### src/rtl/antares_divider_pkg.sv
// Shared definitions for the antares iterative divider.
// Holds the divider FSM encoding, the datapath width and the result used for divide-by-zero.
// Imported by the divider top and its count-leading-ones/zeros helper.
package antares_divider_pkg;

    localparam int DATA_W = 32;

    // Quotient reported when the divisor is zero.
    localparam logic [31:0] DIV_ZERO_QUOTIENT = 32'hFFFF_FFFF;

    typedef enum logic [1:0] {
        IDLE = 2'd0,
        RUN  = 2'd1,
        FIX  = 2'd2
    } state_t;

endpackage

### src/rtl/antares_cloz.sv
// Count leading ones and leading zeros of a 32-bit word.
// Latency: purely combinational, zero cycles.
// Backpressure: none; the outputs follow A continuously.
module antares_cloz
    import antares_divider_pkg::*;
(
    input  logic [31:0] A,
    output logic [5:0]  clz_result,
    output logic [5:0]  clo_result
);

    // Scan upward so the highest matching bit sets the final count.
    always_comb begin
        clz_result = 6'd32;
        clo_result = 6'd32;
        for (int i = 0; i < DATA_W; i++) begin
            if (A[i]) begin
                clz_result = 6'(DATA_W - 1 - i);
            end
            if (!A[i]) begin
                clo_result = 6'(DATA_W - 1 - i);
            end
        end
    end

endmodule

### src/rtl/antares_divider.sv
// Radix-2 restoring divider for DIV/DIVU, skipping the dividend's leading zero bits.
// Latency: busy for (32 - clz(|dividend|)) + 1 cycles, done pulses as busy falls.
// Backpressure: starts are ignored while busy; flush aborts without a done pulse.
module antares_divider
    import antares_divider_pkg::*;
#(
    parameter bit ENABLE_EARLY_OUT = 1'b1
) (
    input  logic        clk,
    input  logic        rst,
    input  logic        op_divs,
    input  logic        op_divu,
    input  logic        flush,
    input  logic [31:0] dividend,
    input  logic [31:0] divisor,
    output logic [31:0] quotient,
    output logic [31:0] remainder,
    output logic        busy,
    output logic        done
);

    state_t      state_q;
    logic        neg_quo_q;
    logic        neg_rem_q;
    logic        div_zero_q;
    logic [31:0] raw_dvd_q;
    logic [31:0] dvd_q;
    logic [31:0] dsr_q;
    logic [32:0] rem_q;
    logic [5:0]  bits_left_q;
    logic [31:0] quotient_q;
    logic [31:0] remainder_q;
    logic        busy_q;
    logic        done_q;

    logic        start_req;
    logic [31:0] abs_dividend;
    logic [31:0] abs_divisor;
    logic [5:0]  clz;
    logic [5:0]  z_eff;
    logic [31:0] dvd_init;
    logic [5:0]  bits_init;
    logic [33:0] shifted;
    logic        quo_bit;
    logic [32:0] rem_next;
    logic [31:0] quo_fix;
    logic [31:0] rem_fix;

    assign start_req = op_divs | op_divu;

    // Magnitudes of the operands; only a signed op negates, and 0x80000000 maps to itself.
    always_comb begin
        abs_dividend = dividend;
        abs_divisor  = divisor;
        if (op_divs && dividend[31]) begin
            abs_dividend = 32'd0 - dividend;
        end
        if (op_divs && divisor[31]) begin
            abs_divisor = 32'd0 - divisor;
        end
    end

    antares_cloz u_cloz (
        .A          (abs_dividend),
        .clz_result (clz),
        .clo_result ()
    );

    // Pre-normalise the dividend so its leading zero bits need no iterations.
    always_comb begin
        z_eff     = ENABLE_EARLY_OUT ? clz : 6'd0;
        dvd_init  = (z_eff >= 6'd32) ? 32'd0 : (abs_dividend << z_eff);
        bits_init = (divisor == 32'd0) ? 6'd0 : (6'd32 - z_eff);
    end

    // One restoring step: shift in the next dividend bit and trial-subtract the divisor.
    always_comb begin
        shifted  = {rem_q, dvd_q[31]};
        quo_bit  = (shifted >= {2'b00, dsr_q});
        rem_next = quo_bit ? 33'(shifted - {2'b00, dsr_q}) : shifted[32:0];
    end

    // Sign correction of the final result; a zero divisor yields a fixed pattern instead.
    always_comb begin
        quo_fix = neg_quo_q ? (32'd0 - dvd_q) : dvd_q;
        rem_fix = neg_rem_q ? (32'd0 - rem_q[31:0]) : rem_q[31:0];
        if (div_zero_q) begin
            quo_fix = DIV_ZERO_QUOTIENT;
            rem_fix = raw_dvd_q;
        end
    end

    // Control FSM and datapath registers; flush beats everything except reset.
    always_ff @(posedge clk or posedge rst) begin
        if (rst) begin
            state_q     <= IDLE;
            neg_quo_q   <= 1'b0;
            neg_rem_q   <= 1'b0;
            div_zero_q  <= 1'b0;
            raw_dvd_q   <= 32'd0;
            dvd_q       <= 32'd0;
            dsr_q       <= 32'd0;
            rem_q       <= 33'd0;
            bits_left_q <= 6'd0;
            quotient_q  <= 32'd0;
            remainder_q <= 32'd0;
            busy_q      <= 1'b0;
            done_q      <= 1'b0;
        end else begin
            done_q <= 1'b0;
            if (flush) begin
                state_q <= IDLE;
                busy_q  <= 1'b0;
            end else begin
                case (state_q)
                    IDLE: begin
                        if (start_req) begin
                            neg_quo_q   <= op_divs & (dividend[31] ^ divisor[31]);
                            neg_rem_q   <= op_divs & dividend[31];
                            div_zero_q  <= (divisor == 32'd0);
                            raw_dvd_q   <= dividend;
                            dvd_q       <= dvd_init;
                            dsr_q       <= abs_divisor;
                            rem_q       <= 33'd0;
                            bits_left_q <= bits_init;
                            busy_q      <= 1'b1;
                            // Nothing to iterate: go straight to the result cycle.
                            state_q     <= (bits_init == 6'd0) ? FIX : RUN;
                        end
                    end
                    RUN: begin
                        if (bits_left_q != 6'd0) begin
                            rem_q       <= rem_next;
                            dvd_q       <= {dvd_q[30:0], quo_bit};
                            bits_left_q <= bits_left_q - 6'd1;
                        end
                        // Leave on the edge that performs the last iteration.
                        if (bits_left_q <= 6'd1) begin
                            state_q <= FIX;
                        end
                    end
                    FIX: begin
                        quotient_q  <= quo_fix;
                        remainder_q <= rem_fix;
                        done_q      <= 1'b1;
                        busy_q      <= 1'b0;
                        state_q     <= IDLE;
                    end
                    default: begin
                        state_q <= IDLE;
                        busy_q  <= 1'b0;
                    end
                endcase
            end
        end
    end

    assign quotient  = quotient_q;
    assign remainder = remainder_q;
    assign busy      = busy_q;
    assign done      = done_q;

endmodule

### config.mk
export PLATFORM = sky130hd
export DESIGN_NAME = antares_divider
export DESIGN_NICKNAME = d
export VERILOG_FILES = /design/src/rtl/antares_divider_pkg.sv /design/src/rtl/antares_cloz.sv /design/src/rtl/antares_divider.sv
export SDC_FILE = /design/constraint.sdc
export NUM_CORES = 1
export LEC_CHECK = 0
export ABC_AREA = 1
export BUFFER_PORTS_ARGS = -buffer_cell sky130_fd_sc_hd__buf_4
export CAP_MARGIN = 40
export CORE_MARGIN = 5
export CORE_UTILIZATION = 40
export CTS_BUF_LIST = sky130_fd_sc_hd__clkbuf_8
export CTS_CLUSTER_DIAMETER = 150
export DETAILED_ROUTE_END_ITERATION = 7
export PLACE_DENSITY_LB_ADDON = 0.08
export SYNTH_ARGS = -nofsm -noshare
export SYNTH_HDL_FRONTEND = slang
export SYNTH_SLANG_ARGS = --single-unit
### constraint.sdc
create_clock -name clk -period 8.9 [get_ports clk]
set_input_delay 1.335 -clock clk [delete_from_list [all_inputs] [get_ports clk]]
set_output_delay 1.335 -clock clk [all_outputs]
set_load 0.02 [all_outputs]
==> impl_metrics.json <==
{
  "outcome": "finished, final reports clean",
  "fp.coreArea_um2": 37400,
  "grt_overflow": 0,
  "htree_levels": 2,
  "hold_buffers": 0,
  "drive_gt1_share_pct": 12.7,
  "grt_pass1_vias": 14500,
  "antennaDiodeCount": 0,
  "syn-num-nets": 2261,
  "ant_nets": 0,
  "wire_per_inst_um": 17.9,
  "worstPathArrival_ns": 5.71,
  "avgViaCountPerCell": 5.30,
  "rsz0062_at_grt": "false",
  "drcViolationCount": 0,
  "wirelength_um": 49800,
  "drt_iter0_drc": 1131,
  "dp_hpwl_um": 37500,
  "seq_area_frac_synth_pct": 34.2,
  "synth.most_common_cell": "nand2_1",
  "maxCapViolations": 0,
  "fin_util_pct": 46.5,
  "synth_top_area_share_pct": 34.2,
  "p_int_uw": 3140,
  "powerDensity_nw_per_um2": 350,
  "n_fill_cell": 3865,
  "cp-start-kind": "input pin",
  "clk_path_buf_depth": 3,
  "clock-sinks": 206,
  "drv_slew": 0,
  "p_leak_uw": 0.00851,
  "netSwitchingPower_uw": 2930,
  "synth_top_area_cell": "dfrtp_1",
  "finClkSkew_ns": 0.0215,
  "hold_class": "register to register",
  "syn_inst": 2151,
  "swShare_pct": 48.3,
  "stdcell_area_um2": 17400,
  "startpoint": "dividend[0]",
  "die_x_um": 204,
  "synth-edff-count": 0,
  "tightest_slew_ns": 0.927,
  "period_needed_ns": 5.27,
  "start_util_pct": 40.3,
  "cp-end-kind": "register",
  "synth_seq_cells": 206,
  "rows": 71,
  "ys_async_sr_fraction_pct": 100,
  "netlist_area_um2": 15100,
  "grt_pass1_wl_um": 79100,
  "port_buffers": 134,
  "final_nets": 2361,
  "synth_top_flop_cell": "dfrtp_1",
  "die_area_um2": 41600,
  "area_delta_synth_final_pct": 15.4,
  "place_area_um2": 16600,
  "die_h_um": 204,
  "p_seq_share_pct": 28.3,
  "ys_top_cells_by_area": "dfrtp_1, nand2_1, nand3_1, inv_1, xor2_1",
  "timing.fmax_ghz": 0.190,
  "p_clk_share_pct": 16.2,
  "cts_made_buffers": 40,
  "path_class": "input pin to register",
  "cts_setup_buffers": 0,
  "clockRootBuffer": "clkbuf_8",
  "hold_path.startpoint": "raw_dvd_q[27]",
  "yosysUniqueCellTypes": 66,
  "antenna_found_initial": 0,
  "clk-insertion-delay-late_ns": 0.56,
  "finalHoldViolations": 0,
  "yosys_warnings": 0,
  "path_max_fanout": 36,
  "clkTransAtPathRegs_ns": 0.06,
  "synth_area_per_cell_um2": 7.00,
  "post_cts_resized": 0,
  "reg2reg_from": "dvd_q[31]",
  "synthTopCellsByCount": "nand2_1, nand3_1, inv_1",
  "required_ns": 9.34,
  "cts_tree": "built",
  "drt-pass1-iter-count": 5,
  "setup_tns_ns": 0,
  "vias": 14800,
  "period_share_pct": 59.2,
  "gp_congestion": 0.920,
  "grt_max_degree": 74,
  "setup_viol": 0,
  "power.share.combinational_pct": 55.6,
  "grt_usage_pct": 23.6,
  "ios": 135,
  "ir_drop_uv": 122,
  "slew_headroom_pct": 38.1
}
[metal layers]
layer / wire (um) / global-route usage [%]
met5: 0 / 0
met4: 999 / 5.70
met3: 2580 / 3.43
met1: 24500 / 35.2
met2: 21600 / 36.3
[stage by stage]
step | worst slack, ns | std cells | power (uW) | hold slack, ns
6_report | 3.63 | 2788 | 6070 | 0.467
5_1_grt | 3.19 | 2788 | 6610 | 0.478
4_1_cts | 3.74 | 2788 | 6090 | 0.470
3_5_place_dp | 3.15 | 2720 | 5060 | 0.455
3_3_place_gp | 2.84 | 2713 | 5020 | 0.450
2_1_floorplan | 1.94 | 2151 | 4060 | 0.437
[registers in the layout, indices dropped and copies added, names as in the netlist]
signal and flops:
remainder 32, state_q 2, neg_quo_q 1, raw_dvd_q 32
bits_left_q 6, div_zero_q 1, dsr_q 32, neg_rem_q 1
quotient 32, rem_q 33, busy 1, done 1
dvd_q 32
[power by group through the flow]
stage	sequential (uW)	clock [uW]	combinational (uW)
finish	1720	981	3380
global route	1770	1050	3790
CTS	1710	1010	3370
detailed placement	1730	0	3340
global placement	1730	0	3290
floorplan	1780	0	2280
[final cells by class]
| class | instances | area, um^2 | share of cell area [%] |
|---|---|---|---|
| multi-input combinational | 1603 | 8560 | 49.2 |
| sequential | 206 | 5150 | 29.7 |
| timing repair buffer | 153 | 1270 | 7.30 |
| inverter | 247 | 937 | 5.39 |
| clock buffer | 50 | 688 | 3.96 |
| tap | 511 | 639 | 3.68 |
| clock inverter | 18 | 134 | 0.770 |
[cell usage in the layout, fill, tap and decap left out, types with 50 or more instances in the layout]
| cell type | instances |
|---|---|
| nand2_1 | 544 |
| clkbuf_8 | 50 |
| inv_1 | 236 |
| o21ai_0 | 138 |
| nor2_1 | 150 |
| xor2_1 | 81 |
| nand3_1 | 258 |
| a21oi_1 | 101 |
| dfrtp_1 | 206 |
| buf_4 | 146 |
[logic make-up (layout without fill, tap and decap cells)]
kind of cell,after synthesis,after routing,synth area share [%]
XOR/XNOR,114,114,7.05
AND/OR/NAND/NOR,1076,1076,31.7
AO/OA/AOI/OAI,371,371,14.4
multiplexers,1,1,0.0665
flip-flops,206,206,34.2
buffers and inverters,342,468,9.05
adder cells (fa/ha/maj),41,41,3.46
[worst max-delay path, stage by stage]
cell and delay [ns]:
buf_4 0.14, inv_2 0.13, ha_1 0.29, nand4_1 0.29, nor3_1 0.27, o21ai_0 0.11, nand2_1 0.25, nor2_1 0.13
nand2_1 0.08, nand2_1 0.05, nand2_1 0.06, nand2_1 0.06, nand2_1 0.06, nand2_1 0.05, a21oi_1 0.17, o31ai_2 0.09
a21oi_4 0.75, inv_4 0.34, ha_1 0.33, or2_1 0.23, nand3_1 0.08, nand4_1 0.11, nand3b_4 0.16, nand2_1 0.07
nand2_1 0.05
[path summary, 6_finish.rpt]
kind / endpoint / slack [ns] / cells after the start
hold reg to reg: raw_dvd_q[27] / 0.47 / 2
setup / recovery: state_q[0] / 3.63 / 25
setup reg to reg: rem_q[1] / 3.71 / 26
max in group asynchronous: dsr_q[8] / 7.10 / 4
min in group asynchronous: quotient[7] / 0.83 / 2
hold / removal: raw_dvd_q[27] / 0.47 / 2
Power figures use the tool's default switching activity.
